## config.mk

```make
export PLATFORM = sky130hd
export DESIGN_NAME = ascon_permutation_xor_flat
export DESIGN_NICKNAME = d
export VERILOG_FILES = /design/src/rtl/ascon_permutation_xor_if.sv /design/src/rtl/ascon_permutation_xor.sv /design/src/flat_wrapper.sv
export SDC_FILE = /design/constraint.sdc
export NUM_CORES = 2
export LEC_CHECK = 0
export CAP_MARGIN = 20
export CORE_AREA = 5 5 397 399
export DETAILED_ROUTE_END_ITERATION = 6
export DIE_AREA = 0 0 402 404
export DONT_BUFFER_PORTS = 1
export GPL_TIMING_DRIVEN = 0
export HOLD_SLACK_MARGIN = 0.06
export SETUP_SLACK_MARGIN = 0.02
export SYNTH_ARGS = -nofsm -noshare
export SYNTH_HDL_FRONTEND = slang
export SYNTH_SLANG_ARGS = --single-unit
```

## constraint.sdc

```tcl
create_clock -name clock_i -period 40.7 [get_ports clock_i]
set_input_delay 0 -clock clock_i [delete_from_list [all_inputs] [get_ports clock_i]]
set_output_delay 0 -clock clock_i [all_outputs]
set_load 0.005 [all_outputs]
```

## src/rtl/ascon_permutation_xor_if.sv

```systemverilog
// ASCON shared types/constants and the datapath control/data bundle.
// The external sequencer drives the master side; the datapath core is the slave.
package ascon_pack;

  // S0 is element 0 and sits in the most significant 64 bits when flattened.
  typedef logic [0:4][63:0] type_state;

  localparam logic [4:0] SBOX [32] = '{
    5'h04, 5'h0b, 5'h1f, 5'h14, 5'h1a, 5'h15, 5'h09, 5'h02,
    5'h1b, 5'h05, 5'h08, 5'h12, 5'h1d, 5'h03, 5'h06, 5'h1c,
    5'h1e, 5'h13, 5'h07, 5'h0e, 5'h00, 5'h0d, 5'h11, 5'h18,
    5'h10, 5'h0c, 5'h01, 5'h19, 5'h16, 5'h0a, 5'h0f, 5'h17
  };

  localparam int ROT_A [5] = '{19, 61, 1, 10, 7};
  localparam int ROT_B [5] = '{28, 39, 6, 17, 41};

endpackage

interface ascon_permutation_xor_if;
  import ascon_pack::*;

  type_state    state_i;
  logic [3:0]   round_i;
  logic         en_i;
  logic         en_out_cipher_i;
  logic         en_out_tag_i;
  logic         state_mode_i;
  logic [127:0] key_i;
  logic         en_xor_key_begin_i;
  logic         en_xor_lsb_i;
  logic         en_xor_key_end_i;
  logic [63:0]  data_i;
  logic         en_xor_data_i;
  type_state    state_o;
  logic [63:0]  cipher_o;
  logic [127:0] tag_o;

  modport master (
    output state_i, round_i, en_i, en_out_cipher_i, en_out_tag_i, state_mode_i,
           key_i, en_xor_key_begin_i, en_xor_lsb_i, en_xor_key_end_i,
           data_i, en_xor_data_i,
    input  state_o, cipher_o, tag_o
  );

  modport slave (
    input  state_i, round_i, en_i, en_out_cipher_i, en_out_tag_i, state_mode_i,
           key_i, en_xor_key_begin_i, en_xor_lsb_i, en_xor_key_end_i,
           data_i, en_xor_data_i,
    output state_o, cipher_o, tag_o
  );

endinterface

```

## src/rtl/ascon_permutation_xor.sv

```systemverilog
// ASCON-128 datapath: one permutation round per clock with data/key/domain XOR
// injections around it, plus ciphertext and tag capture registers.
module ascon_permutation_xor
  import ascon_pack::*;
(
  input logic                    clock_i,
  input logic                    resetb_i,
  ascon_permutation_xor_if.slave bus
);

  type_state    state_q;
  type_state    mux_s;
  type_state    begin_s;
  type_state    const_s;
  type_state    sbox_s;
  type_state    lin_s;
  type_state    end_s;
  logic [63:0]  cipher_q;
  logic [127:0] tag_q;
  logic [4:0]   col_s;
  logic [4:0]   sub_s;

  function automatic logic [63:0] ror64(input logic [63:0] x, input int n);
    return (x >> n) | (x << (64 - n));
  endfunction

  // Round input selection followed by the pre-round data and key injections.
  always_comb begin
    mux_s   = bus.state_mode_i ? state_q : bus.state_i;
    begin_s = mux_s;
    if (bus.en_xor_data_i) begin
      begin_s[0] = begin_s[0] ^ bus.data_i;
    end
    if (bus.en_xor_key_begin_i) begin
      begin_s[1] = begin_s[1] ^ bus.key_i[127:64];
      begin_s[2] = begin_s[2] ^ bus.key_i[63:0];
    end
  end

  always_comb begin
    const_s       = begin_s;
    const_s[2][7:0] = begin_s[2][7:0] ^ {~bus.round_i, bus.round_i};
  end

  // Each bit position forms a 5-bit column with S0 as its most significant bit.
  always_comb begin
    sbox_s = '0;
    col_s  = '0;
    sub_s  = '0;
    for (int i = 0; i < 64; i++) begin
      col_s = {const_s[0][i], const_s[1][i], const_s[2][i], const_s[3][i], const_s[4][i]};
      sub_s = SBOX[col_s];
      sbox_s[0][i] = sub_s[4];
      sbox_s[1][i] = sub_s[3];
      sbox_s[2][i] = sub_s[2];
      sbox_s[3][i] = sub_s[1];
      sbox_s[4][i] = sub_s[0];
    end
  end

  always_comb begin
    lin_s = '0;
    for (int w = 0; w < 5; w++) begin
      lin_s[w] = sbox_s[w] ^ ror64(sbox_s[w], ROT_A[w]) ^ ror64(sbox_s[w], ROT_B[w]);
    end
  end

  always_comb begin
    end_s = lin_s;
    if (bus.en_xor_key_end_i) begin
      end_s[3] = end_s[3] ^ bus.key_i[127:64];
      end_s[4] = end_s[4] ^ bus.key_i[63:0];
    end
    if (bus.en_xor_lsb_i) begin
      end_s[4][0] = ~end_s[4][0];
    end
  end

  always_ff @(posedge clock_i or posedge resetb_i) begin
    if (resetb_i) begin
      state_q <= '0;
    end else if (bus.en_i) begin
      state_q <= end_s;
    end
  end

  // Ciphertext is the post-injection S0, so it captures on the same cycle the
  // plaintext is absorbed, whether or not the state register advances.
  always_ff @(posedge clock_i or posedge resetb_i) begin
    if (resetb_i) begin
      cipher_q <= '0;
    end else if (bus.en_out_cipher_i) begin
      cipher_q <= begin_s[0];
    end
  end

  always_ff @(posedge clock_i or posedge resetb_i) begin
    if (resetb_i) begin
      tag_q <= '0;
    end else if (bus.en_out_tag_i) begin
      tag_q <= {state_q[3], state_q[4]};
    end
  end

  assign bus.state_o  = state_q;
  assign bus.cipher_o = cipher_q;
  assign bus.tag_o    = tag_q;

endmodule

```

## src/flat_wrapper.sv

```systemverilog
// flat-port wrapper written by rule: the top's interface ports become plain ports
module ascon_permutation_xor_flat import ascon_pack::*;
  (clock_i, resetb_i, bus_state_i, bus_round_i, bus_en_i, bus_en_out_cipher_i, bus_en_out_tag_i, bus_state_mode_i, bus_key_i, bus_en_xor_key_begin_i, bus_en_xor_lsb_i, bus_en_xor_key_end_i, bus_data_i, bus_en_xor_data_i, bus_state_o, bus_cipher_o, bus_tag_o);
  ascon_permutation_xor_if bus_i ();
  input logic clock_i;
  input logic resetb_i;
  input wire logic [$bits(bus_i.state_i)-1:0] bus_state_i;
  input wire logic [$bits(bus_i.round_i)-1:0] bus_round_i;
  input wire logic [$bits(bus_i.en_i)-1:0] bus_en_i;
  input wire logic [$bits(bus_i.en_out_cipher_i)-1:0] bus_en_out_cipher_i;
  input wire logic [$bits(bus_i.en_out_tag_i)-1:0] bus_en_out_tag_i;
  input wire logic [$bits(bus_i.state_mode_i)-1:0] bus_state_mode_i;
  input wire logic [$bits(bus_i.key_i)-1:0] bus_key_i;
  input wire logic [$bits(bus_i.en_xor_key_begin_i)-1:0] bus_en_xor_key_begin_i;
  input wire logic [$bits(bus_i.en_xor_lsb_i)-1:0] bus_en_xor_lsb_i;
  input wire logic [$bits(bus_i.en_xor_key_end_i)-1:0] bus_en_xor_key_end_i;
  input wire logic [$bits(bus_i.data_i)-1:0] bus_data_i;
  input wire logic [$bits(bus_i.en_xor_data_i)-1:0] bus_en_xor_data_i;
  output wire logic [$bits(bus_i.state_o)-1:0] bus_state_o;
  output wire logic [$bits(bus_i.cipher_o)-1:0] bus_cipher_o;
  output wire logic [$bits(bus_i.tag_o)-1:0] bus_tag_o;
  assign bus_i.state_i = bus_state_i;
  assign bus_i.round_i = bus_round_i;
  assign bus_i.en_i = bus_en_i;
  assign bus_i.en_out_cipher_i = bus_en_out_cipher_i;
  assign bus_i.en_out_tag_i = bus_en_out_tag_i;
  assign bus_i.state_mode_i = bus_state_mode_i;
  assign bus_i.key_i = bus_key_i;
  assign bus_i.en_xor_key_begin_i = bus_en_xor_key_begin_i;
  assign bus_i.en_xor_lsb_i = bus_en_xor_lsb_i;
  assign bus_i.en_xor_key_end_i = bus_en_xor_key_end_i;
  assign bus_i.data_i = bus_data_i;
  assign bus_i.en_xor_data_i = bus_en_xor_data_i;
  assign bus_state_o = bus_i.state_o;
  assign bus_cipher_o = bus_i.cipher_o;
  assign bus_tag_o = bus_i.tag_o;
  ascon_permutation_xor u_core (.clock_i(clock_i), .resetb_i(resetb_i), .bus(bus_i));
endmodule
```

==> flow_summary.json <==
{
  "yosysSeqAreaShare_pct": 28.6,
  "path_cells": "buf_6 -> buf_6 -> buf_6 -> buf_4 -> buf_2 -> mux2i_1 -> ha_1 -> mux2i_2 -> xnor2_1 -> xnor2_1 -> dlygate4sd3_1 -> a21oi_1",
  "clk_pin_slew_worst_paths_ns": 0.06,
  "cp.required_ns": 41.26,
  "grt.total_usage_pct": 35.9,
  "antenna_found_initial": 85,
  "dp_hpwl_um": 254000,
  "cpMaxStageDelayCell": "mux2i_2",
  "max_clock_freq_mhz": 241,
  "grt.met1_usage_pct": 41.9,
  "place_inst": 6293,
  "post_cts.repair.setup_buffers": 0,
  "yosysWarnings": 0,
  "insertion_delay_ns": 0.72,
  "clock_skew_ns": 0.0431,
  "die_h_um": 404,
  "tightest_slew_ns": 1.30,
  "final.period_utilization_pct": 10.2,
  "drt_wl_total_um": 304000,
  "cts_root_buf": "clkbuf_16",
  "synth_nets": 4825,
  "worstPathArrival_ns": 4.70,
  "met3_usage_pct": 13.5,
  "finalMaxSlewViolations": 0,
  "r2r_setup_slack_ns": 36.87,
  "synth_area_mm2": 0.0448,
  "cts_hold_buf": 267,
  "hold_class": "in -> reg",
  "drive_gt1_share_pct": 16.0,
  "cts_resized": 0,
  "postSynthCellCount": 4171,
  "multiInputGateArea_mm2": 0.0302,
  "whs_path_depth": 6,
  "grt_overflow_total": 0,
  "grt_max_degree": 111,
  "vdd_ir_drop_max_uv": 44.1,
  "drt_iter0_drc": 3902,
  "status": "complete, no violations",
  "holdPathEnd": "u_core.bus.state_o[41]$_DFFE_PP0P_",
  "wl_per_cell_um": 45.1,
  "nets": 5249,
  "hold_viol_final": 0,
  "synth_area_per_cell_um2": 10.7,
  "holdWs_ns": 0.104,
  "timing.rr.end": "u_core.bus.state_o[77]$_DFFE_PP0P_",
  "fin_cells": 6749,
  "crit_top_cell": "buf_6",
  "core_mm2": 0.154,
  "vias_per_cell": 5.38,
  "finalSetupTns_ns": 0,
  "grt.busiest_layer": "met2",
  "power.density_mw_per_mm2": 130,
  "drc": 0,
  "ant_nets": 0,
  "rows": 144,
  "io_buffers": 0,
  "relSlewSlack_pct": 13.2,
  "clk_path_buf_depth": 3,
  "crit_type": "in -> reg",
  "drv_cap": 0,
  "slowest_delay_ns": 0.89,
  "dieArea_mm2": 0.162,
  "vias": 36300,
  "syn2layout_area_growth_pct": 19.9,
  "first_global_vias": 35600,
  "synth_cell_types": 39,
  "worstReg2RegStart": "u_core.bus.state_o[205]$_DFFE_PP0P_",
  "start_util_pct": 29.2,
  "crit_path_start_kind": "input port",
  "numCtsBuffers": 75,
  "fill_cells": 15600,
  "rsz0062_at_grt": "no",
  "ys_seq_elements": 512,
  "die_width_um": 402,
  "critPathMaxFanout": 10,
  "leakage_nw": 23.3,
  "min_period_ns": 4.14,
  "met2_usage_pct": 56.5,
  "grt_first_pass_wirelength_um": 381000,
  "clock_sinks": 512,
  "setup_viol": 0,
  "cts_tree": "done",
  "htreeDepth": 3,
  "final-seq-area_mm2": 0.0128,
  "num_io_pins": 1038,
  "drtPass1Iterations": 5,
  "place_congestion": 0.999,
  "reg2reg_depth": 7,
  "worstHoldStart": "bus_key_i[105]",
  "end_kind": "flop"
}
## worst max-delay path, delay by kind of cell
family | cells | cell delay [ns]
compound gates | 1 | 0.07
xor+xnor | 2 | 0.43
fa+ha+maj | 1 | 0.40
buf+inv | 6 | 2.41
mux | 2 | 1.33
## stage by stage
step	total power [mW]	cell area, um^2	setup WS, ns	util (%)
4_1_cts	6.92	53500	36.83	34.9
6_report	7.00	53700	36.56	35.0
2_1_floorplan	4.15	44800	26.40	-
3_5_place_dp	6.10	48300	36.08	31.4
5_1_grt	7.18	53600	36.62	34.9
3_3_place_gp	5.97	47300	17.88	30.8
## cell usage in the layout, fill, tap and decap left out, drive strengths merged, types with 160 or more instances in the layout
master,count
dfrtp,512
mux2,298
mux2i,609
xnor2,795
inv,267
nand2,399
xor2,411
a21oi,160
clkbuf,197
dlygate4sd3,266
## synthesized netlist by cell type, drive strengths merged
library cell | number | share of area [%]
ha | 128 | 3.6
buf | 46 | 1.1
nand2 | 399 | 3.3
nor4 | 4 | 0.089
mux2i | 609 | 15
o21ai | 24 | 0.27
nor3 | 10 | 0.11
or3 | 2 | 0.028
a32oi | 1 | 0.020
and3b | 2 | 0.039
dfrtp | 512 | 29
a21oi | 160 | 1.8
and3 | 3 | 0.042
nand4 | 1 | 0.014
xnor2 | 795 | 16
nand3 | 2 | 0.022
maj3 | 114 | 2.6
inv | 262 | 2.2
clkbuf | 94 | 0.79
mux2 | 298 | 7.5
o2bb2ai | 2 | 0.039
and2 | 4 | 0.056
xnor3 | 122 | 6.1
nor2 | 156 | 1.3
xor2 | 411 | 8.6
xor3 | 10 | 0.53
## metal layers
layer | wire [um] | vias to the layer above | share of wire (%)
met5 | 289 | - | 0.095
met4 | 22600 | 48 | 7.4
met3 | 32900 | 714 | 11
met2 | 135000 | 2304 | 44
met1 | 113000 | 18500 | 37
li1 | - | 14700 | -
## area by class of cell
type | instances | share of cell area (%)
Antenna cell | 51 | 0.238
Buffer | 140 | 1.60
Clock buffer | 102 | 3.95
Clock inverter | 34 | 0.902
Inverter | 262 | 1.85
Multi-Input combinational cell | 3257 | 56.2
Sequential cell | 512 | 23.9
Tap cell | 2044 | 4.76
Timing Repair Buffer | 347 | 6.64
## cell families (layout without fill, tap and decap cells)
logic type / count (synthesis) / after routing / share of synthesized area (%)
mux: 907 / 907 / 22.2
fa+ha+maj: 242 / 242 / 6.21
xor+xnor: 1338 / 1338 / 31.7
compound gates: 187 / 187 / 2.12
other cells: 0 / 51 / 0
flops: 512 / 512 / 28.6
buf+inv: 402 / 885 / 4.07
simple gates: 583 / 583 / 5.06
## worst max path at each step
stage | start | endpoint | slack, ns | cells past startpoint
finish | bus_state_mode_i | u_core.bus.state_o[5]$_DFFE_PP0P_ | 36.56 | 12
global route | bus_state_mode_i | u_core.bus.state_o[5]$_DFFE_PP0P_ | 36.62 | 12
CTS | bus_state_mode_i | u_core.bus.state_o[201]$_DFFE_PP0P_ | 36.83 | 13
detailed placement | bus_state_mode_i | u_core.bus.state_o[201]$_DFFE_PP0P_ | 36.08 | 13
global placement | resetb_i | u_core.bus.tag_o[31]$_DFFE_PP0P_ | 17.88 | 1
floorplan | resetb_i | u_core.bus.cipher_o[0]$_DFFE_PP0P_ | 26.40 | 1
## state kept, by name, summed over array words and instances (netlist names)
| signal | cells |
|---|---|
| u_core.bus.state_o | 320 |
| u_core.bus.cipher_o | 64 |
| u_core.bus.tag_o | 128 |
## report_power, final
| part | switching (mW) | total, mW | internal (mW) | leakage (nW) |
|---|---|---|---|---|
| sequential | 0.583 | 1.38 | 0.797 | 5.89 |
| clock | 0.303 | 0.722 | 0.419 | 1.26 |
| combinational | 2.78 | 4.90 | 2.11 | 16.2 |
| total | 3.67 | 7.00 | 3.33 | 23.3 |
(Power assumes the default switching activity.)
